==> src/rtl/sp_ram_arbiter.sv <==
// sp_ram_arbiter: round-robin write/read arbiter driving a single-port RAM, with a read-valid pipeline
module sp_ram_arbiter #(
    parameter int AW = 10,
    parameter int DW = 32,
    parameter int RD_LAT = 1
) (
    input  logic          clk,
    input  logic          rst,
    input  logic          wr_req,
    input  logic [AW-1:0] wr_addr,
    input  logic [DW-1:0] wr_data,
    output logic          wr_gnt,
    input  logic          rd_req,
    input  logic [AW-1:0] rd_addr,
    output logic          rd_gnt,
    output logic          rd_valid,
    output logic [DW-1:0] rd_data,
    output logic          ram_we,
    output logic [AW-1:0] ram_addr,
    output logic [DW-1:0] ram_din,
    input  logic [DW-1:0] ram_dout
);
    logic            last_wr;
    logic [RD_LAT:0] rd_pipe;
    // write yields only when contended and it was the last one served
    always_comb begin
        wr_gnt = !rst && wr_req && !(rd_req && last_wr);
        rd_gnt = !rst && rd_req && !wr_gnt;
    end
    always_ff @(posedge clk or posedge rst) begin
        if (rst) begin
            last_wr  <= 1'b0;
            ram_we   <= 1'b0;
            ram_addr <= '0;
            ram_din  <= '0;
            rd_pipe  <= '0;
        end else begin
            ram_we  <= wr_gnt;
            rd_pipe <= {rd_pipe[RD_LAT-1:0], rd_gnt};
            ram_addr <= wr_gnt ? wr_addr : rd_gnt ? rd_addr : ram_addr;
            ram_din  <= wr_gnt ? wr_data : ram_din;
            last_wr  <= (wr_gnt || rd_gnt) ? wr_gnt : last_wr;
        end
    end
    assign rd_valid = rd_pipe[RD_LAT];
    assign rd_data  = ram_dout;
endmodule

==> config.mk <==
export PLATFORM = sky130hd
export DESIGN_NAME = sp_ram_arbiter
export DESIGN_NICKNAME = d
export VERILOG_FILES = /design/src/rtl/sp_ram_arbiter.sv
export SDC_FILE = /design/constraint.sdc
export NUM_CORES = 1
export LEC_CHECK = 0
export ABC_AREA = 1
export CORE_MARGIN = 2
export CORE_UTILIZATION = 37
export DETAILED_ROUTE_END_ITERATION = 12
export GPL_TIMING_DRIVEN = 0
export PLACE_DENSITY = 0.88
export SLEW_MARGIN = 5
export SYNTH_ARGS = -nofsm -noshare
export SYNTH_HDL_FRONTEND = slang
export SYNTH_SLANG_ARGS = --single-unit
==> constraint.sdc <==
create_clock -name clk -period 2.4 [get_ports clk]
set_input_delay 0.24 -clock clk [delete_from_list [all_inputs] [get_ports clk]]
set_output_delay 0.24 -clock clk [all_outputs]
set_load 0.005 [all_outputs]
**Word-level counts from Yosys, hierarchy flattened**

Cells that the tools add are included.

- Memories kept: 0
- Bits in latches: 0
- ROM bits: 0
- Memory bits (writable): 0
- Output and inout port bits: 78
- Flip-flop bits (word level): 46
- Word-level logic and storage cells: 17

- Bitwise logic cells: 0
- Add/subtract/negate cells: 0
- Eq/ne operators: 0
- Reductions and logical operators: 10
- Mux-type cells: 2
- Div/mod/pow operators: 0
- Multipliers: 0
- $lt $le $gt $ge: 0
- Shift-type cells: 0

Operators by type and width:

| cell | count |
|---|---|
| $mux 10 | 2 |
| $logic_and 1x1->1 | 5 |
| $logic_not 1->1 | 3 |
| $reduce_bool 2->1 | 1 |
| $logic_or 1x1->1 | 1 |

**Longest topological paths before layout**

Gate-level depths: netlist of the first run.

- Depth in word-level cells: 7
- Depth in mapped cells: 6
- Gate-level depth less buffers: 5

**Worst setup path after synthesis of the first run**

No wires, ideal clock.

- Path kind: input-to-output
- Start: in rst
- End: out rd_gnt
- Buffers on the path: 1
- Arrival time: 1335 ps
- Setup slack: 825 ps
- Stages on the path: 5
- Cells stage by stage: inv_2 nand3_4 inv_2 buf_6 nor3_2

- Cells in the longest elaborated chain, start to end: 5
- Elaborated cells between the ends (all ways): 6

RTL lines:

| element | RTL line | text |
|---|---|---|
| start: declaration | 8 | `input logic rst,` |
| $logic_not 1->1 (no source line) | - |  |
| $logic_and 1x1->1 (2 in series) | 27 | `wr_gnt = !rst && wr_req && !(rd_req && last_wr);` |
| via wr_gnt | 12 | `output logic wr_gnt,` |
| $logic_not 1->1 | 28 | `rd_gnt = !rst && rd_req && !wr_gnt;` |
| $logic_and 1x1->1 | 28 |  |
| end: declaration | 15 | `output logic rd_gnt,` |

The timed path passes the listed nets, and every way through them passes these cells.

**Final worst setup path of the first run**

- Start: in rd_req
- End: out rd_gnt

- Cells in the longest elaborated chain, start to end: 5
- Elaborated cells between the ends (all ways): 6

RTL lines:

| element | RTL line | text |
|---|---|---|
| start: declaration | 13 | `input logic rd_req,` |
| $logic_and 1x1->1 | 27 |  |
| $logic_not 1->1 | 27 |  |
| $logic_and 1x1->1 | 27 |  |
| $logic_not 1->1 | 28 |  |
| $logic_and 1x1->1 (*) | 28 |  |

Every way passes the cells marked *; elsewhere a longest branch is shown, timed or not.

==> metrics.txt, run 1 <==
# Post-CTS Setup Buffers 0; I/O Buffers 133; Synth Register Bits 46; Area Growth Syn to Fin 68.7%; Synth Instances 265; antenna-violating nets left 0; Multi-input gate area 627 µm²; HP Class in2async; Vias 2115; Leakage 1.87 nW; most common cell in the netlist nand2_1; VDD IR max 0.000334 V; fill count 500; synthesized cell area 2190 µm²; Total GRT Usage 18.1%; fin worst setup slack 0.173 ns; dpl cell area 3620 µm²; outcome finished clean; Synth area leaders dfrtp_1 (52%), nand2_1 (22%), buf_4 (11%), nand3_1 (4.6%), inv_1 (3.8%); clk_lat worst skew 0.28 ns; RSZ-0062 raised after global routing no; Pwr Density 550 nW/µm²; core area 5820 µm²; syn_nets 353; htree depth 2; clk sinks 46; starting density of the core 37.7%; CTS clk-pin slew, worst paths 0.08 ns; WS Path Type in2out; CTS root buf clkbuf_8; Crit Path Max Fanout 11; YS warnings 0; Seq/Total Area, Yosys 52.5%; CTS Buf Count 5; I/O pins 166; Top FF cell, synth dfrtp_1; routed vias/inst 4.41; global route overflow 0; post-route cell area 3700 µm²; Rel. slew slack 75.0%; Hold WS 0.176 ns; Antenna diodes 0; starting DRC count in detailed routing 90; Tightest Pin Transition 0.375 ns; die footprint 6560 µm²; Core Util, Final 63.6%; Final HPWL DP 4550 µm; hold_buf cts 0; number of global-route vias before repair 2214; dpl ws -0.583 ns; final hold violations 0; Startpoint Class input port; Clock Tree Buf Depth 2; Initial DRT Pass Iterations 4; period utilization 92.8%; max-slew violations 0; largest net degree at the start of global routing 49; post-synth top area cell dfrtp_1; max-cap violations 0; FMAX 0.449 GHz; cell count after placement 473; skew final 0.00307 ns; Reg area 1150 µm²; initial antenna violation count 0; worst endpoint data arrival time 1.99 ns; top post-synthesis cells by count nand2_1 (129), dfrtp_1 (46), buf_4 (33); final setup fails 0; post_cts resized 5; share of post-route cells with drive strength above 1 13.1%; DRC violations left 0; syn_area_per_cell 8.28 µm²; Post-synth EDFFs 0; setup TNS 0 ns; die width 81.0 µm; Yosys top cell area share 52.5%; CP Capture Type output pin; FFs w/ async S/R, synth 100%; NumNets Final 493; first-pass GRT wire length 9350 µm; Final min period 2.23 ns; Final Wtd Congestion 0.803; DR WL/cell 12.0 µm; routed wire length 5740 µm; Crit path required time 2.16 ns; Total Power 2.04 mW; CTS tree done; Die Ht 81.0 µm; row count 28; Finished Layout Cells 480; synth unique cells 13
power by group:
group / switching, mW / leakage, nW / internal (mW) / total (mW)
Clock: 0.226 / 0.0383 / 0.201 / 0.427
Combinational: 0.228 / 1.27 / 0.425 / 0.653
Sequential: 0.0628 / 0.570 / 0.893 / 0.956
layout make-up:
class | instances | share of cell area (%)
Timing Repair Buffer | 133 | 35.9
Sequential cell | 46 | 31.1
Multi-Input combinational cell | 153 | 16.9
Buffer | 41 | 8.69
Inverter | 25 | 2.74
Tap cell | 75 | 2.54
Clock buffer | 7 | 2.06
sequential cells by signal (all words and copies together), names as in the netlist:
| register | flops |
|---|---|
| ram_we | 1 |
| ram_addr | 10 |
| last_wr | 1 |
| rd_pipe | 2 |
| ram_din | 32 |
routing by layer:
layer	routed length, µm	vias to the layer above	GRT usage (%)	part of all wire, %
met3	412	8	4.67	7.2
met5	0	-	0	0
met2	3040	82	32.6	53
met4	89	0	6.44	1.6
met1	2200	987	20.5	38
li1	-	1038	-	-
kinds of logic after synthesis:
logic type / after synthesis / synth area share, %
AO/OA/AOI/OAI: 1 / 0.399
AND/OR/NAND/NOR: 152 / 28.2
buffers and inverters: 66 / 18.9
flip-flops: 46 / 52.5
worst max-delay path, stage by stage:
cell	delay, ns
clkdlybuf4s50_1	0.51
nand2_1	0.12
nand3_4	0.13
inv_2	0.11
buf_6	0.16
nor3_2	0.15
clkdlybuf4s50_1	0.56
path summary, 6_finish.rpt:
kind	slack [ns]	cells after the start	to	startpoint
setup / recovery	0.17	7	rd_gnt	rd_req
hold reg to reg	0.35	0	rd_pipe[1]	rd_pipe[0]
min in group clk	0.35	0	rd_pipe[1]	rd_pipe[0]
hold / removal	0.18	2	ram_din[5]	rst
setup reg to reg	1.20	6	ram_din[15]	last_wr
max in group asynchronous	1.97	2	ram_din[18]	rst
cell usage in the layout (no fill, tap or decap), drive strengths merged:
| master | Yosys | layout |
|---|---|---|
| clkdlybuf4s50 | 0 | 132 |
| nand2 | 129 | 129 |
| dfrtp | 46 | 46 |
| buf | 40 | 40 |
| inv | 25 | 25 |
| nand3 | 21 | 21 |
| clkbuf | 1 | 8 |
| nor3 | 1 | 1 |
| o21ai | 1 | 1 |
| nor2 | 1 | 1 |
| dlygate4sd2 | 0 | 1 |
Power figures use the tool's default switching activity.
==> run 2, diff against run 1 <==
- REMOVE_ABC_BUFFERS: default -> 1
==> metrics.txt, run 2 (same netlist as run 1, synthesis figures left out) <==
cells along the critical path clkdlybuf4s50_1, nand2_2, nand3_4, inv_8, nor3_2, clkdlybuf4s50_1; WS Path Type in2out; Final Wtd Congestion 0.683 (-15%); first-pass GRT wire length 9910 µm (+6.0%); largest net degree at the start of global routing 36 (-27%); final setup fails 0 (unchanged); Rel. slew slack 65.8% (-9.2 points); setup TNS 0 ns (unchanged); I/O pins 166 (unchanged); Crit path required time 2.16 ns (about the same); CTS tree done; initial antenna violation count 0 (unchanged); clk sinks 46 (unchanged); Int Power 1.55 mW (+1.7%); RSZ-0062 raised after global routing no; clock power share 26.9% (+5.9 points); Startpoint Class input port; worst endpoint data arrival time 2.04 ns (+0.05 ns); Worst path slowest cell clkdlybuf4s50_1; Core Util, Final 54.7% (-9.0 points); CTS root buf clkbuf_8; starting DRC count in detailed routing 53 (-41%); row count 28 (unchanged); hold_buf cts 0 (unchanged); CTS Buf Count 5 (unchanged); die footprint 6560 µm² (unchanged); grt met2 use 28.6% (-4.0 points); max-cap violations 0 (unchanged); cell count after placement 400 (-15%); routed vias/inst 4.58 (+4.0%); register bank with the most flops ram_din; Tightest Pin Transition 0.513 ns (+0.138 ns); switching share of power 25.7% (+0.31 points); skew final 0.00670 ns (+0.00363 ns); number of global-route vias before repair 1886 (-15%); Final min period 2.28 ns (+0.0530 ns); Buf/Inv on CP 3 (-1); fill count 567 (+13%); HP Class in2async; VDD IR max 0.000429 V (+28%); Total Power 2.08 mW (+2.2%); Comb pwr share 26.9% (-5.2 points); max-slew violations 0 (unchanged); Regs by FF count ram_din x32, ram_addr x10, rd_pipe x2; final hold violations 0 (unchanged); flip-flop count of the largest register after layout 32 (unchanged); htree depth 2 (unchanged); global route overflow 0 (unchanged); Leakage 1.61 nW (-14%); core area 5820 µm² (unchanged); Total GRT Usage 20.8% (+2.7 points); commonest non-fill, non-tap cell in the layout nand2_1; Antenna diodes 0 (unchanged); Flop pwr share 46.1% (-0.9 points); share of post-route cells with drive strength above 1 6.76% (-6.3 points); Crit Path Max Fanout 35 (+24); CP Capture Type output pin; Clock Tree Buf Depth 2 (unchanged); DRC violations left 0 (unchanged); gr busiest metal met2; routed wire length 6620 µm (+15%); FMAX 0.439 GHz (-2.3%); CTS clk-pin slew, worst paths 0.09 ns (about the same); Final HPWL DP 4550 µm (-0.12%); Finished Layout Cells 415 (-14%); NetSw 535 µW (+3.4%); starting density of the core 37.7% (unchanged); most frequent cells in the layout nand2_1 (128), clkdlybuf4s50_1 (100), dfrtp_1 (46); I/O Buffers 101 (-24%); crit-path leading delay family buffers and inverters; Initial DRT Pass Iterations 5 (+1); antenna-violating nets left 0 (unchanged); clk_lat worst skew 0.29 ns (about the same); period utilization 95.0% (+2.2 points); met3 global-route usage 15.7% (+11 points); DR WL/cell 16.0 µm (+33%); die width 81.0 µm (unchanged); Die Ht 81.0 µm (unchanged); NumNets Final 427 (-13%); Area Growth Syn to Fin 45.0%; Critical Path Most Common Cell clkdlybuf4s50_1; met1 GRT Util 25.9% (+5.4 points); Vias 1901 (-10%); Pwr Density 654 nW/µm² (+19%); outcome finished clean; Largest stage delay, worst path 0.54 ns (-0.02 ns)
[run 2: changes by cell type in the layout (fill, tap and decap cells not counted)]
cell             before  now
nand2_2               0    1
clkbuf_8              6    5
clkdlybuf4s50_1     132  100
buf_2                 3    0
clkinv_2              0    2
inv_2                 2    1
buf_4                33    4
nand2_1             129  128
buf_6                 4    0
inv_6                 0    1
bufinv_16             0    2
clkbuf_1              2    0
nand3_2               0    2
[run 2: what timing repair did]
item | in CTS | in global routing
setup buffers | 0 | 4
pin swaps | 1 | 1
resized for setup | 10 | 0
endpoints found under the setup margin | 36 | 1
hold endpoints to repair | 0 | 0
gates cloned | 3 | 0
[run 2: worst register-to-register path: stages (launching register included)]
cell and delay, ns:
dfrtp_1 0.39, nand2_2 0.28, nand3_2 0.48, nand2_1 0.18, nand2_1 0.07
[run 2: path summary, 6_finish.rpt]
check / slack (ns) / to / start / depth (start not counted)
setup / recovery: 0.12 / rd_gnt / rd_req / 6
hold / removal: 0.18 / ram_din[2] / rst / 2
setup reg to reg: 0.88 / ram_din[23] / last_wr / 4
hold reg to reg: 0.37 / rd_pipe[1] / rd_pipe[0] / 0
max in group asynchronous: 1.98 / ram_din[25] / rst / 2
min in group clk: 0.37 / rd_pipe[1] / rd_pipe[0] / 0
[run 2: area by class of cell]
class                   count  area (µm²)  area share (%)
multi-input cells         155         649            20.4
clock inverters             3        40.0            1.26
flip-flops and latches     46        1150            36.2
repair buffers            105        1040            32.7
inverters                  25         128            4.01
well taps                  75        93.8            2.95
clock buffers               5        68.8            2.16
repair inverters            1        8.76           0.275
[run 2: through the flow]
step / worst slack [ns] / hold slack (ns) / cell area, µm²
2_1_floorplan: 0.398 / 0.292 / 1870
3_3_place_gp: -1.33 / 0.332 / 2980
3_5_place_dp: -1.34 / 0.352 / 2980
4_1_cts: 0.0890 / 0.178 / 3150
5_1_grt: 0.0317 / 0.191 / 3180
6_report: 0.120 / 0.176 / 3180
[run 2: power by group through the flow]
stage	combinational [mW]	sequential, mW	clock (mW)
after global placement	0.528	0.967	0
final	0.560	0.959	0.560
after global routing	0.620	0.973	0.615
after CTS	0.562	0.960	0.582
after detailed placement	0.543	0.972	0
after floorplan	0.155	0.978	0
[run 2: per-layer routing]
layer / share of wire, % / routed length, µm
met1: 44 / 2890
met2: 40 / 2630
met3: 15 / 1030
met4: 0.72 / 48
met5: 0.50 / 33
==> run 3, diff against run 2 <==
- TNS_END_PERCENT: default -> 10
==> results of run 3 <==
The final DEF is identical to that of run 2; final timing and power are the same.
